===== config.mk =====
export PLATFORM = sky130hd
export DESIGN_NAME = pe_banked_flat
export DESIGN_NICKNAME = d
export VERILOG_FILES = /design/src/rtl/pe_banked_if.sv /design/src/rtl/pe_banked.sv /design/src/flat_wrapper.sv
export SDC_FILE = /design/constraint.sdc
export NUM_CORES = 1
export LEC_CHECK = 0
export CAP_MARGIN = 10
export CORE_MARGIN = 4
export CORE_UTILIZATION = 41
export DETAILED_ROUTE_END_ITERATION = 8
export SLEW_MARGIN = 20
export SYNTH_ARGS = -nofsm -noshare
export SYNTH_HDL_FRONTEND = slang
export SYNTH_SLANG_ARGS = --single-unit

===== constraint.sdc =====
create_clock -name clk -period 12.9 [get_ports clk]
set_input_delay 3.225 -clock clk [delete_from_list [all_inputs] [get_ports clk]]
set_output_delay 3.225 -clock clk [all_outputs]
set_load 0.01 [all_outputs]

===== src/rtl/pe_banked_if.sv =====
// Bundle of the data/handshake signals of one banked processing element:
// north/west inputs, south/east forwards, enable and overflow flag.
interface pe_banked_if #(
    parameter int DATA_WIDTH = 16,
    parameter int NUM_BANKS  = 4
);
    localparam int BANK_W = $clog2(NUM_BANKS);

    logic                  pe_enabled;
    logic [DATA_WIDTH-1:0] pe_psum_in;
    logic [DATA_WIDTH-1:0] pe_weight_in;
    logic                  pe_accept_w_in;
    logic [BANK_W-1:0]     pe_wbank_in;
    logic [DATA_WIDTH-1:0] pe_input_in;
    logic                  pe_valid_in;
    logic                  pe_switch_in;
    logic [BANK_W-1:0]     pe_sel_in;

    logic [DATA_WIDTH-1:0] pe_psum_out;
    logic [DATA_WIDTH-1:0] pe_weight_out;
    logic                  pe_accept_w_out;
    logic [BANK_W-1:0]     pe_wbank_out;
    logic [DATA_WIDTH-1:0] pe_input_out;
    logic                  pe_valid_out;
    logic                  pe_switch_out;
    logic [BANK_W-1:0]     pe_sel_out;
    logic                  pe_ovf_out;

    // Driver side (neighbouring cells or a bench)
    modport master (
        output pe_enabled, pe_psum_in, pe_weight_in, pe_accept_w_in, pe_wbank_in,
               pe_input_in, pe_valid_in, pe_switch_in, pe_sel_in,
        input  pe_psum_out, pe_weight_out, pe_accept_w_out, pe_wbank_out,
               pe_input_out, pe_valid_out, pe_switch_out, pe_sel_out, pe_ovf_out
    );

    // The processing element itself
    modport slave (
        input  pe_enabled, pe_psum_in, pe_weight_in, pe_accept_w_in, pe_wbank_in,
               pe_input_in, pe_valid_in, pe_switch_in, pe_sel_in,
        output pe_psum_out, pe_weight_out, pe_accept_w_out, pe_wbank_out,
               pe_input_out, pe_valid_out, pe_switch_out, pe_sel_out, pe_ovf_out
    );
endinterface


===== src/rtl/pe_banked.sv =====
// Systolic-array processing element with NUM_BANKS preloadable background
// weights and one active weight. Saturating Q-format MAC, sticky overflow.
module pe_banked #(
    parameter int DATA_WIDTH = 16,
    parameter int FRAC_BITS  = 8,
    parameter int NUM_BANKS  = 4
) (
    input  logic       clk,
    input  logic       rst_n,
    pe_banked_if.slave bus
);
    localparam int BANK_W = $clog2(NUM_BANKS);
    localparam int PW     = 2 * DATA_WIDTH;
    localparam logic [DATA_WIDTH-1:0] SAT_MAX = {1'b0, {(DATA_WIDTH-1){1'b1}}};
    localparam logic [DATA_WIDTH-1:0] SAT_MIN = {1'b1, {(DATA_WIDTH-1){1'b0}}};

    logic [DATA_WIDTH-1:0] psum_q,   psum_d;
    logic [DATA_WIDTH-1:0] weight_q, weight_d;
    logic [DATA_WIDTH-1:0] input_q,  input_d;
    logic [DATA_WIDTH-1:0] act_w_q,  act_w_d;
    logic                  accept_q, accept_d;
    logic [BANK_W-1:0]     wbank_q,  wbank_d;
    logic                  valid_q,  valid_d;
    logic                  switch_q, switch_d;
    logic [BANK_W-1:0]     sel_q,    sel_d;
    logic                  ovf_q,    ovf_d;

    // Read view of all background banks
    logic [NUM_BANKS-1:0][DATA_WIDTH-1:0] bank_rd;
    logic                                 sel_ok;

    logic signed [PW-1:0]  prod_full;
    logic signed [PW-1:0]  prod_shift;
    logic                  prod_ovf;
    logic [DATA_WIDTH-1:0] prod_sat;
    logic [DATA_WIDTH:0]   sum_full;
    logic                  sum_ovf;
    logic [DATA_WIDTH-1:0] sum_sat;

    // A select index beyond the last bank only exists for non-power-of-2 counts
    generate
        if ((1 << BANK_W) == NUM_BANKS) begin : g_sel_pow2
            assign sel_ok = 1'b1;
        end else begin : g_sel_range
            localparam logic [BANK_W:0] NB = (BANK_W + 1)'(NUM_BANKS);
            assign sel_ok = ({1'b0, bus.pe_sel_in} < NB);
        end
    endgenerate

    // One register per background bank, written by a matching weight load
    generate
        for (genvar gi = 0; gi < NUM_BANKS; gi++) begin : g_bank
            logic [DATA_WIDTH-1:0] bank_q, bank_d;

            // Bank next value: clear when disabled, load on matching strobe
            always_comb begin
                bank_d = bank_q;
                if (!bus.pe_enabled) begin
                    bank_d = '0;
                end else if (bus.pe_accept_w_in && (bus.pe_wbank_in == BANK_W'(gi))) begin
                    bank_d = bus.pe_weight_in;
                end
            end

            // Bank storage
            always_ff @(posedge clk or negedge rst_n) begin
                if (!rst_n) bank_q <= '0;
                else        bank_q <= bank_d;
            end

            assign bank_rd[gi] = bank_q;
        end
    endgenerate

    // MAC datapath on registered operands: floor-shifted product and sum,
    // each saturated to the word range
    always_comb begin
        prod_full  = PW'($signed(input_q)) * PW'($signed(act_w_q));
        prod_shift = prod_full >>> FRAC_BITS;
        // Fits in DATA_WIDTH only if all bits above the sign bit agree with it
        prod_ovf   = !(&prod_shift[PW-1:DATA_WIDTH-1]) && (|prod_shift[PW-1:DATA_WIDTH-1]);
        prod_sat   = prod_ovf ? (prod_shift[PW-1] ? SAT_MIN : SAT_MAX)
                              : prod_shift[DATA_WIDTH-1:0];
        sum_full   = {prod_sat[DATA_WIDTH-1], prod_sat}
                   + {bus.pe_psum_in[DATA_WIDTH-1], bus.pe_psum_in};
        sum_ovf    = sum_full[DATA_WIDTH] ^ sum_full[DATA_WIDTH-1];
        sum_sat    = sum_ovf ? (sum_full[DATA_WIDTH] ? SAT_MIN : SAT_MAX)
                             : sum_full[DATA_WIDTH-1:0];
    end

    // Next state of forwards, active weight, psum and overflow flag
    always_comb begin
        psum_d   = psum_q;
        weight_d = weight_q;
        input_d  = input_q;
        act_w_d  = act_w_q;
        accept_d = accept_q;
        wbank_d  = wbank_q;
        valid_d  = valid_q;
        switch_d = switch_q;
        sel_d    = sel_q;
        ovf_d    = ovf_q;
        if (!bus.pe_enabled) begin
            psum_d   = '0;
            weight_d = '0;
            input_d  = '0;
            act_w_d  = '0;
            accept_d = 1'b0;
            wbank_d  = '0;
            valid_d  = 1'b0;
            switch_d = 1'b0;
            sel_d    = '0;
            ovf_d    = 1'b0;
        end else begin
            valid_d  = bus.pe_valid_in;
            switch_d = bus.pe_switch_in;
            sel_d    = bus.pe_sel_in;
            accept_d = bus.pe_accept_w_in;
            wbank_d  = bus.pe_wbank_in;
            if (bus.pe_valid_in) begin
                input_d = bus.pe_input_in;
            end
            weight_d = bus.pe_accept_w_in ? bus.pe_weight_in : '0;
            // Same-edge write to the selected bank is forwarded; otherwise the
            // pre-write bank contents are taken
            if (bus.pe_switch_in && sel_ok) begin
                act_w_d = (bus.pe_accept_w_in && (bus.pe_wbank_in == bus.pe_sel_in))
                        ? bus.pe_weight_in : bank_rd[bus.pe_sel_in];
            end
            if (valid_q) begin
                psum_d = sum_sat;
                if (prod_ovf || sum_ovf) begin
                    ovf_d = 1'b1;
                end
            end else begin
                psum_d = bus.pe_psum_in;
            end
        end
    end

    // State registers
    always_ff @(posedge clk or negedge rst_n) begin
        if (!rst_n) begin
            psum_q   <= '0;
            weight_q <= '0;
            input_q  <= '0;
            act_w_q  <= '0;
            accept_q <= 1'b0;
            wbank_q  <= '0;
            valid_q  <= 1'b0;
            switch_q <= 1'b0;
            sel_q    <= '0;
            ovf_q    <= 1'b0;
        end else begin
            psum_q   <= psum_d;
            weight_q <= weight_d;
            input_q  <= input_d;
            act_w_q  <= act_w_d;
            accept_q <= accept_d;
            wbank_q  <= wbank_d;
            valid_q  <= valid_d;
            switch_q <= switch_d;
            sel_q    <= sel_d;
            ovf_q    <= ovf_d;
        end
    end

    assign bus.pe_psum_out     = psum_q;
    assign bus.pe_weight_out   = weight_q;
    assign bus.pe_accept_w_out = accept_q;
    assign bus.pe_wbank_out    = wbank_q;
    assign bus.pe_input_out    = input_q;
    assign bus.pe_valid_out    = valid_q;
    assign bus.pe_switch_out   = switch_q;
    assign bus.pe_sel_out      = sel_q;
    assign bus.pe_ovf_out      = ovf_q;
endmodule


===== src/flat_wrapper.sv =====
// flat-port wrapper written by rule: the top's interface ports become plain ports
module pe_banked_flat 
#(
    parameter int DATA_WIDTH = 16,
    parameter int FRAC_BITS  = 8,
    parameter int NUM_BANKS  = 4
)
  (clk, rst_n, bus_pe_enabled, bus_pe_psum_in, bus_pe_weight_in, bus_pe_accept_w_in, bus_pe_wbank_in, bus_pe_input_in, bus_pe_valid_in, bus_pe_switch_in, bus_pe_sel_in, bus_pe_psum_out, bus_pe_weight_out, bus_pe_accept_w_out, bus_pe_wbank_out, bus_pe_input_out, bus_pe_valid_out, bus_pe_switch_out, bus_pe_sel_out, bus_pe_ovf_out);
  pe_banked_if #(.DATA_WIDTH(DATA_WIDTH), .NUM_BANKS(NUM_BANKS)) bus_i ();
  input  logic clk;
  input  logic rst_n;
  input wire logic [$bits(bus_i.pe_enabled)-1:0] bus_pe_enabled;
  input wire logic [$bits(bus_i.pe_psum_in)-1:0] bus_pe_psum_in;
  input wire logic [$bits(bus_i.pe_weight_in)-1:0] bus_pe_weight_in;
  input wire logic [$bits(bus_i.pe_accept_w_in)-1:0] bus_pe_accept_w_in;
  input wire logic [$bits(bus_i.pe_wbank_in)-1:0] bus_pe_wbank_in;
  input wire logic [$bits(bus_i.pe_input_in)-1:0] bus_pe_input_in;
  input wire logic [$bits(bus_i.pe_valid_in)-1:0] bus_pe_valid_in;
  input wire logic [$bits(bus_i.pe_switch_in)-1:0] bus_pe_switch_in;
  input wire logic [$bits(bus_i.pe_sel_in)-1:0] bus_pe_sel_in;
  output wire logic [$bits(bus_i.pe_psum_out)-1:0] bus_pe_psum_out;
  output wire logic [$bits(bus_i.pe_weight_out)-1:0] bus_pe_weight_out;
  output wire logic [$bits(bus_i.pe_accept_w_out)-1:0] bus_pe_accept_w_out;
  output wire logic [$bits(bus_i.pe_wbank_out)-1:0] bus_pe_wbank_out;
  output wire logic [$bits(bus_i.pe_input_out)-1:0] bus_pe_input_out;
  output wire logic [$bits(bus_i.pe_valid_out)-1:0] bus_pe_valid_out;
  output wire logic [$bits(bus_i.pe_switch_out)-1:0] bus_pe_switch_out;
  output wire logic [$bits(bus_i.pe_sel_out)-1:0] bus_pe_sel_out;
  output wire logic [$bits(bus_i.pe_ovf_out)-1:0] bus_pe_ovf_out;
  assign bus_i.pe_enabled = bus_pe_enabled;
  assign bus_i.pe_psum_in = bus_pe_psum_in;
  assign bus_i.pe_weight_in = bus_pe_weight_in;
  assign bus_i.pe_accept_w_in = bus_pe_accept_w_in;
  assign bus_i.pe_wbank_in = bus_pe_wbank_in;
  assign bus_i.pe_input_in = bus_pe_input_in;
  assign bus_i.pe_valid_in = bus_pe_valid_in;
  assign bus_i.pe_switch_in = bus_pe_switch_in;
  assign bus_i.pe_sel_in = bus_pe_sel_in;
  assign bus_pe_psum_out = bus_i.pe_psum_out;
  assign bus_pe_weight_out = bus_i.pe_weight_out;
  assign bus_pe_accept_w_out = bus_i.pe_accept_w_out;
  assign bus_pe_wbank_out = bus_i.pe_wbank_out;
  assign bus_pe_input_out = bus_i.pe_input_out;
  assign bus_pe_valid_out = bus_i.pe_valid_out;
  assign bus_pe_switch_out = bus_i.pe_switch_out;
  assign bus_pe_sel_out = bus_i.pe_sel_out;
  assign bus_pe_ovf_out = bus_i.pe_ovf_out;
  pe_banked #(.DATA_WIDTH(DATA_WIDTH), .FRAC_BITS(FRAC_BITS), .NUM_BANKS(NUM_BANKS)) u_core (.clk(clk), .rst_n(rst_n), .bus(bus_i));
endmodule

==> metrics.md, run 1 <==
| Metric | Value |
|---|---|
| Row count | 73 |
| DRT Wirelength | 41.5 mm |
| Hold Path Class | reg -> reg |
| Final global-route overflow total | 0 |
| Chip Height | 209 um |
| Highest clock frequency the design can meet | 96.0 MHz |
| Status | completed |
| Final-layout worst hold slack | 483 ps |
| Warnings, synthesis | 0 |
| MaxCap Viol Count | 0 |
| Total Nets Final | 2,228 |
| Number of clock sinks | 136 |
| Final routed DRC violation total | 0 |
| Worst Max-Slew Pin Slew | 1020 ps |
| CP required | 13,250 ps |
| Antenna-violating nets left | 0 |
| EDFF count, synth | 0 |
| Clock latency of the later-clocked register in the worst-skew pair | 450 ps |
| Vias in the first global route | 13.1k |
| Slowest Stage Delay on Critical Path | 960 ps |
| Core Footprint | 39,900 sq um |
| I/O pin count | 114 |
| Sequential cell area fraction in the yosys report | 20.5% |
| Worst setup EP type | flip-flop |
| Effective utilization at floorplan | 41.6% |
| Post-detailed-placement cell area | 18,100 sq um |
| Final routed wire length divided by cell count | 17.7 um |
| Synthesized-area fraction occupied by xor and xnor cells | 2.42% |
| Setup repair after global routing missed its margin | no |
| Horizontal extent of the die | 209 um |
| Average footprint of a synthesized cell | 9.47 sq um |
| Top cells by area, synth | fa_1, dfrtp_1, ha_1 |
| Final Instance Area | 18,700 sq um |
| Worst Path Class, Setup | reg -> reg |
| Count of mapped cells out of synthesis | 1,753 |
| Buffers from clock root to sink, at most | 2 |
| Maximum level of the CTS H-tree | 4 |
| # hold bufs at CTS | 0 |
| Post-route setup slack | 2480 ps |
| Routability Congestion | 0.896 |
| IR Drop Worst-Case VDD | 0.106 mV |
| Clock Tree Root | clkbuf_16 |
| Max-slew headroom at the worst pin | 31.7% |
| Multiplexer area fraction after synthesis | 4.10% |
| Vias post-DR | 12.1k |
| Highest-delay cell along the critical path | dfrtp_1 |
| Count of cell types in the netlist | 62 |
| Syn nets | 2,169 |
| Most common cell after layout, fill and taps aside | inv_1 |
| Pwr dens | 119 nW/um^2 |
| Data arrival time at the worst-slack endpoint | 10,770 ps |
| Number of buffers created by CTS | 17 |
| Worst clock skew on the final layout | 17.3 ps |
| Share of synthesized cell area in full adder, half adder and majority cells | 38.8% |
| Post-CTS Setup Bufs | 0 |
| Fraction of synthesized cell area taken by the top area cell type | 31.6% |
| Final setup violating endpoints | 0 |
| Pin count of the biggest net entering global routing | 82 |
| Initial antenna violation count | 2 |
| Netlist Area Pre-Place | 16,600 sq um |
| Maximum fanout along the worst path | 17 |
| Post-synthesis cell type with the largest combined area | fa_1 |
| Post-synthesis register bit count | 136 |
| Commonest cells after routing, fill and taps aside | inv_1, nand2_1, fa_1, dfrtp_1, and2_1 |
| Fin crit period | 10,420 ps |
| Combinational family with the most area after synthesis | adder cells |
| Detailed Route Iter0 Violations | 760 |
| Post-CTS resize count | 0 |
| Setup TNS after final layout | 0 ps |
| Synthesized-area fraction occupied by and/or/nand/nor cells | 15.9% |
| First-pass GRT wire length | 69.0 mm |
| Share of cells above drive strength 1 | 4.60% |
| Post-detail-place hpwl | 32.2 mm |
| 1st-pass router iterations | 5 |
| Area Growth Syn to Fin | 12.7% |
| CTS tree | done |
| Via count normalized by instance count | 5.17 |
| Floorplan die area | 43,800 sq um |
| Clk pin slew, worst setup/hold paths | 70 ps |
| Fraction of the mapped netlist area in compound gates | 9.35% |
| Cell leakage power | 9.20 nW |
| Antenna diode count | 0 |
| Util after Layout | 46.9% |
| All-layer global routing usage | 19.6% |
| Share of flip-flops with an asynchronous set or reset | 100% |
| Worst slack at placement | 2580 ps |
| Post-route fraction of the period consumed by the critical path | 80.8% |
| Critical Path Source Type | flip-flop |
| Fin. max-slew vios | 0 |
| Port Buffer Count | 113 |
| Post-synth top flop | dfrtp_1 |
| Final hold violations | 0 |
## kinds of logic (layout without fill, tap and decap cells)
group                      count (synthesis)  count (layout)
AOI/OAI and AO/OA                        225             225
xor gates and xnor gates                  45              45
adders and majority gates                358             358
buffers and inverters                    385             457
DFF                                      136             136
muxes                                     48              48
and+or+nand+nor                          556             556
## cell usage after synthesis, types with 17 or more instances
library cell / count
a21boi_0: 32
a21oi_1: 32
and2_1: 126
and3_1: 18
clkbuf_1: 75
dfrtp_1: 136
fa_1: 262
ha_1: 96
inv_1: 303
mux2i_1: 32
nand2_1: 281
nor2_1: 54
nor2b_1: 22
o211a_1: 17
o21ai_0: 59
xnor2_1: 28
## state kept, by name (all words and copies together) (netlist names)
signal,cells
u_core.act_w_q,16
u_core.bus.pe_accept_w_out,1
u_core.bus.pe_input_out,16
u_core.bus.pe_ovf_out,1
u_core.bus.pe_psum_out,16
u_core.bus.pe_sel_out,2
u_core.bus.pe_switch_out,1
u_core.bus.pe_valid_out,1
u_core.bus.pe_wbank_out,2
u_core.bus.pe_weight_out,16
u_core.g_bank.bank_q,64
## path summary, 6_finish.rpt
path	start	end	slack, ps	cells after the start
max	u_core.act_w_q[7]	u_core.bus.pe_psum_out[10]	2480	33
min	u_core.g_bank[1].bank_q[12]	u_core.g_bank[1].bank_q[12]	480	2
max reg2reg	u_core.act_w_q[7]	u_core.bus.pe_psum_out[10]	2480	33
min reg2reg	u_core.g_bank[1].bank_q[12]	u_core.g_bank[1].bank_q[12]	480	2
max in group asynchronous	rst_n	u_core.act_w_q[3]	8940	2
min in group asynchronous	rst_n	u_core.bus.pe_input_out[9]	2770	1
## power breakdown
group	internal (mW)	leakage (nW)	switching (mW)	total, mW
clock	0.289	0.292	0.217	0.506
combinational	0.505	7.10	0.698	1.20
sequential	0.463	1.80	0.0559	0.519
## critical path, delay by kind of cell, from the launching register on
| kind | cells | cell delay, ps |
|---|---|---|
| fa+ha+maj | 8 | 3760 |
| flops | 1 | 960 |
| buf+inv | 6 | 340 |
| xor+xnor | 2 | 470 |
| simple gates | 6 | 1780 |
| compound gates | 11 | 2990 |
## per-stage QoR
| stage | total power [mW] | std cells |
|---|---|---|
| floorplan | 1.40 | 1753 |
| global placement | 1.71 | 2318 |
| detailed placement | 1.73 | 2318 |
| CTS | 2.25 | 2350 |
| global route | 2.41 | 2350 |
| finish | 2.23 | 2350 |
## metal layers
metal  up-vias  wire length (um)  global-route usage (%)
li1       5606                 -                       -
met1      6233             17400                    25.1
met2       240             21400                    34.6
met3        67              1630                    3.08
met4         2              1070                    5.20
met5         -                13                       0
## cell type report
cell class	count	area [sq um]
clock inverters	15	163
well taps	525	657
flip-flops and latches	136	3400
fillers	3816	21200
clock buffers	17	425
multi-input cells	1232	11700
repair buffers	122	1200
inverters	303	1140
No activity file was read; power rests on OpenSTA's default activity.
==> run 2: changes to the inputs <==
clock period = 10.6 ns   (was 12.9 ns; I/O delays follow)
==> metrics.md, run 2 (synthesized netlist as in run 1, its figures left out) <==
| Metric | Value |
|---|---|
| IR Drop Worst-Case VDD | 0.138 mV (was 0.106 mV) |
| Antenna diode count | 0 (unchanged) |
| Worst path top cell family by delay | adder cells (unchanged) |
| Worst clock skew on the final layout | 8.72 ps (was 17.3 ps) |
| All-layer global routing usage | 19.7% (was 19.6%) |
| MaxCap Viol Count | 0 (unchanged) |
| Port Buffer Count | 113 (unchanged) |
| First-pass GRT wire length | 69.8 mm (was 69.0 mm) |
| Maximum level of the CTS H-tree | 4 (unchanged) |
| Row count | 73 (unchanged) |
| Hold Path Class | reg -> reg (unchanged) |
| Highest-delay cell along the critical path | fa_1 (was dfrtp_1) |
| Critical Path Source Type | flip-flop (unchanged) |
| Vias in the first global route | 13.3k (was 13.1k) |
| Pin count of the biggest net entering global routing | 76 (was 82) |
| Count of cells along the worst register-to-register path | 31 (was 33) |
| Worst setup EP type | flip-flop (unchanged) |
| CTS tree | done (unchanged) |
| Via count normalized by instance count | 5.18 (was 5.17) |
| Post-detail-place hpwl | 32.4 mm (was 32.2 mm) |
| Worst Max-Slew Pin Slew | 980 ps (was 1020 ps) |
| Data arrival time at the worst-slack endpoint | 10,340 ps (was 10,770 ps) |
| Chip Height | 209 um (unchanged) |
| Final routed wire length divided by cell count | 17.9 um (was 17.7 um) |
| Pwr dens | 150 nW/um^2 (was 119 nW/um^2) |
| Count of cells along the worst hold path | 2 (unchanged) |
| Combinational share of power | 53.8% (was 54.0%) |
| Power dissipated by switching net loads | 1.19 mW (was 0.970 mW) |
| Final setup violating endpoints | 0 (unchanged) |
| Setup repair after global routing missed its margin | no (unchanged) |
| Most common cell after layout, fill and taps aside | inv_1 (unchanged) |
| Clock Tree Root | clkbuf_16 (unchanged) |
| CP required | 10,940 ps (was 13,250 ps) |
| Fin crit period | 9990 ps (was 10,420 ps) |
| Status | completed (unchanged) |
| Max-slew headroom at the worst pin | 34.5% (was 31.7%) |
| Largest register by flop count | u_core.g_bank.bank_q (unchanged) |
| Flip-flop count of the largest register after layout | 64 (unchanged) |
| Effective utilization at floorplan | 41.6% (unchanged) |
| Total Nets Final | 2,237 (was 2,228) |
| Highest clock frequency the design can meet | 100 MHz (was 96.0 MHz) |
| Fin. max-slew vios | 0 (unchanged) |
| Final routed DRC violation total | 0 (unchanged) |
| Final-layout worst hold slack | 482 ps (was 483 ps) |
| Cell leakage power | 9.28 nW (was 9.20 nW) |
| Routability Congestion | 0.915 (was 0.896) |
| Buffers from clock root to sink, at most | 2 (unchanged) |
| Switching fraction of total power | 41.8% (was 43.6%) |
| Commonest cells after routing, fill and taps aside | inv_1, nand2_1, fa_1, dfrtp_1, and2_1 (unchanged) |
| Area Growth Syn to Fin | 13.8% (was 12.7%) |
| 1st-pass router iterations | 5 (unchanged) |
| Internal | 1.65 mW (was 1.26 mW) |
| Antenna-violating nets left | 0 (unchanged) |
| Detailed Route Iter0 Violations | 710 (was 760) |
| Maximum fanout along the worst path | 16 (was 17) |
| Relative contribution of sequential cells to total power | 22.0% (was 23.3%) |
| Critical path depth in cells | 31 (was 33) |
| Number of clock sinks | 136 (unchanged) |
| I/O pin count | 114 (unchanged) |
| Initial antenna violation count | 0 (was 2) |
| Final global-route overflow total | 0 (unchanged) |
| Clock latency of the later-clocked register in the worst-skew pair | 440 ps (was 450 ps) |
| Final hold violations | 0 (unchanged) |
| Vias post-DR | 12.2k (was 12.1k) |
| CP dominant cell by count | fa_1 |
| Buffers plus inverters on the worst setup path | 5 (was 6) |
| Core Footprint | 39,900 sq um (unchanged) |
| Slowest Stage Delay on Critical Path | 650 ps (was 960 ps) |
| Proportion of power drawn by the clock network | 24.2% (was 22.7%) |
| DRT Wirelength | 42.1 mm (was 41.5 mm) |
| Clk pin slew, worst setup/hold paths | 60 ps (was 70 ps) |
| Setup TNS after final layout | 0 ps (unchanged) |
| Worst Path Class, Setup | reg -> reg (unchanged) |
| Floorplan die area | 43,800 sq um (unchanged) |
| Share of cells above drive strength 1 | 5.34% (was 4.60%) |
| Post-route fraction of the period consumed by the critical path | 94.3% (was 80.8%) |
| Number of buffers created by CTS | 17 (unchanged) |
| Horizontal extent of the die | 209 um (unchanged) |
-- run 2: stage by stage --
stage          power [mW]  utilization [%]  std cells  instance area [sq um]  setup slack (ps)
2_1_floorplan        1.71                -       1753                  16600              1190
3_3_place_gp         2.09             45.5       2324                  18200               535
3_5_place_dp         2.11             45.5       2324                  18200               327
4_1_cts              2.82             47.2       2356                  18800               285
5_1_grt              3.04             47.3       2359                  18900              38.0
6_report             2.83             47.3       2359                  18900               606
-- run 2: final cells by class --
| type | count | area [sq um] |
|---|---|---|
| clock buffer | 20 | 457 |
| clock inverter | 12 | 210 |
| fill | 3753 | 21000 |
| inverter | 303 | 1140 |
| multi-input combinational | 1232 | 11700 |
| sequential | 136 | 3410 |
| tap | 525 | 657 |
| timing repair buffer | 131 | 1270 |
-- run 2: repair_timing --
action,4_1_cts,5_1_grt
gates resized for setup,0,6
hold buffers,0,0
setup buffers,0,3
endpoints found under the setup margin,0,16
hold endpoints to repair,0,0
-- run 2: layer usage --
layer  track usage (%)  share of wire (%)
met1              25.6                 42
met2              35.0                 52
met3              2.72                3.9
met4              4.86                2.2
met5                 0                  0
-- run 2: power by group through the flow --
stage          Sequential, mW  Combinational (mW)  Clock, mW
6_report                0.624                1.53      0.686
5_1_grt                 0.631                1.69      0.723
4_1_cts                 0.624                1.49      0.701
3_5_place_dp            0.633                1.48          0
3_3_place_gp            0.632                1.46          0
2_1_floorplan           0.608                1.10          0
-- run 2: worst register-to-register path: cells and delay by family (launching register included) --
kind | cells | cell delay, ps
flip-flops | 1 | 400
XOR/XNOR | 2 | 490
AO/OA/AOI/OAI | 9 | 1860
adder cells (fa/ha/maj) | 8 | 3830
buffers and inverters | 5 | 800
AND/OR/NAND/NOR | 7 | 2540
-- run 2: worst paths after layout --
kind / startpoint / endpoint / slack (ps)
worst max-delay path: u_core.bus.pe_input_out[15] / u_core.bus.pe_psum_out[10] / 610
worst min-delay path: u_core.g_bank[1].bank_q[3] / u_core.g_bank[1].bank_q[3] / 480
worst max register to register: u_core.bus.pe_input_out[15] / u_core.bus.pe_psum_out[10] / 610
worst min register to register: u_core.g_bank[1].bank_q[3] / u_core.g_bank[1].bank_q[3] / 480
max in group asynchronous: rst_n / u_core.act_w_q[4] / 6960
min in group asynchronous: rst_n / u_core.bus.pe_weight_out[10] / 2230
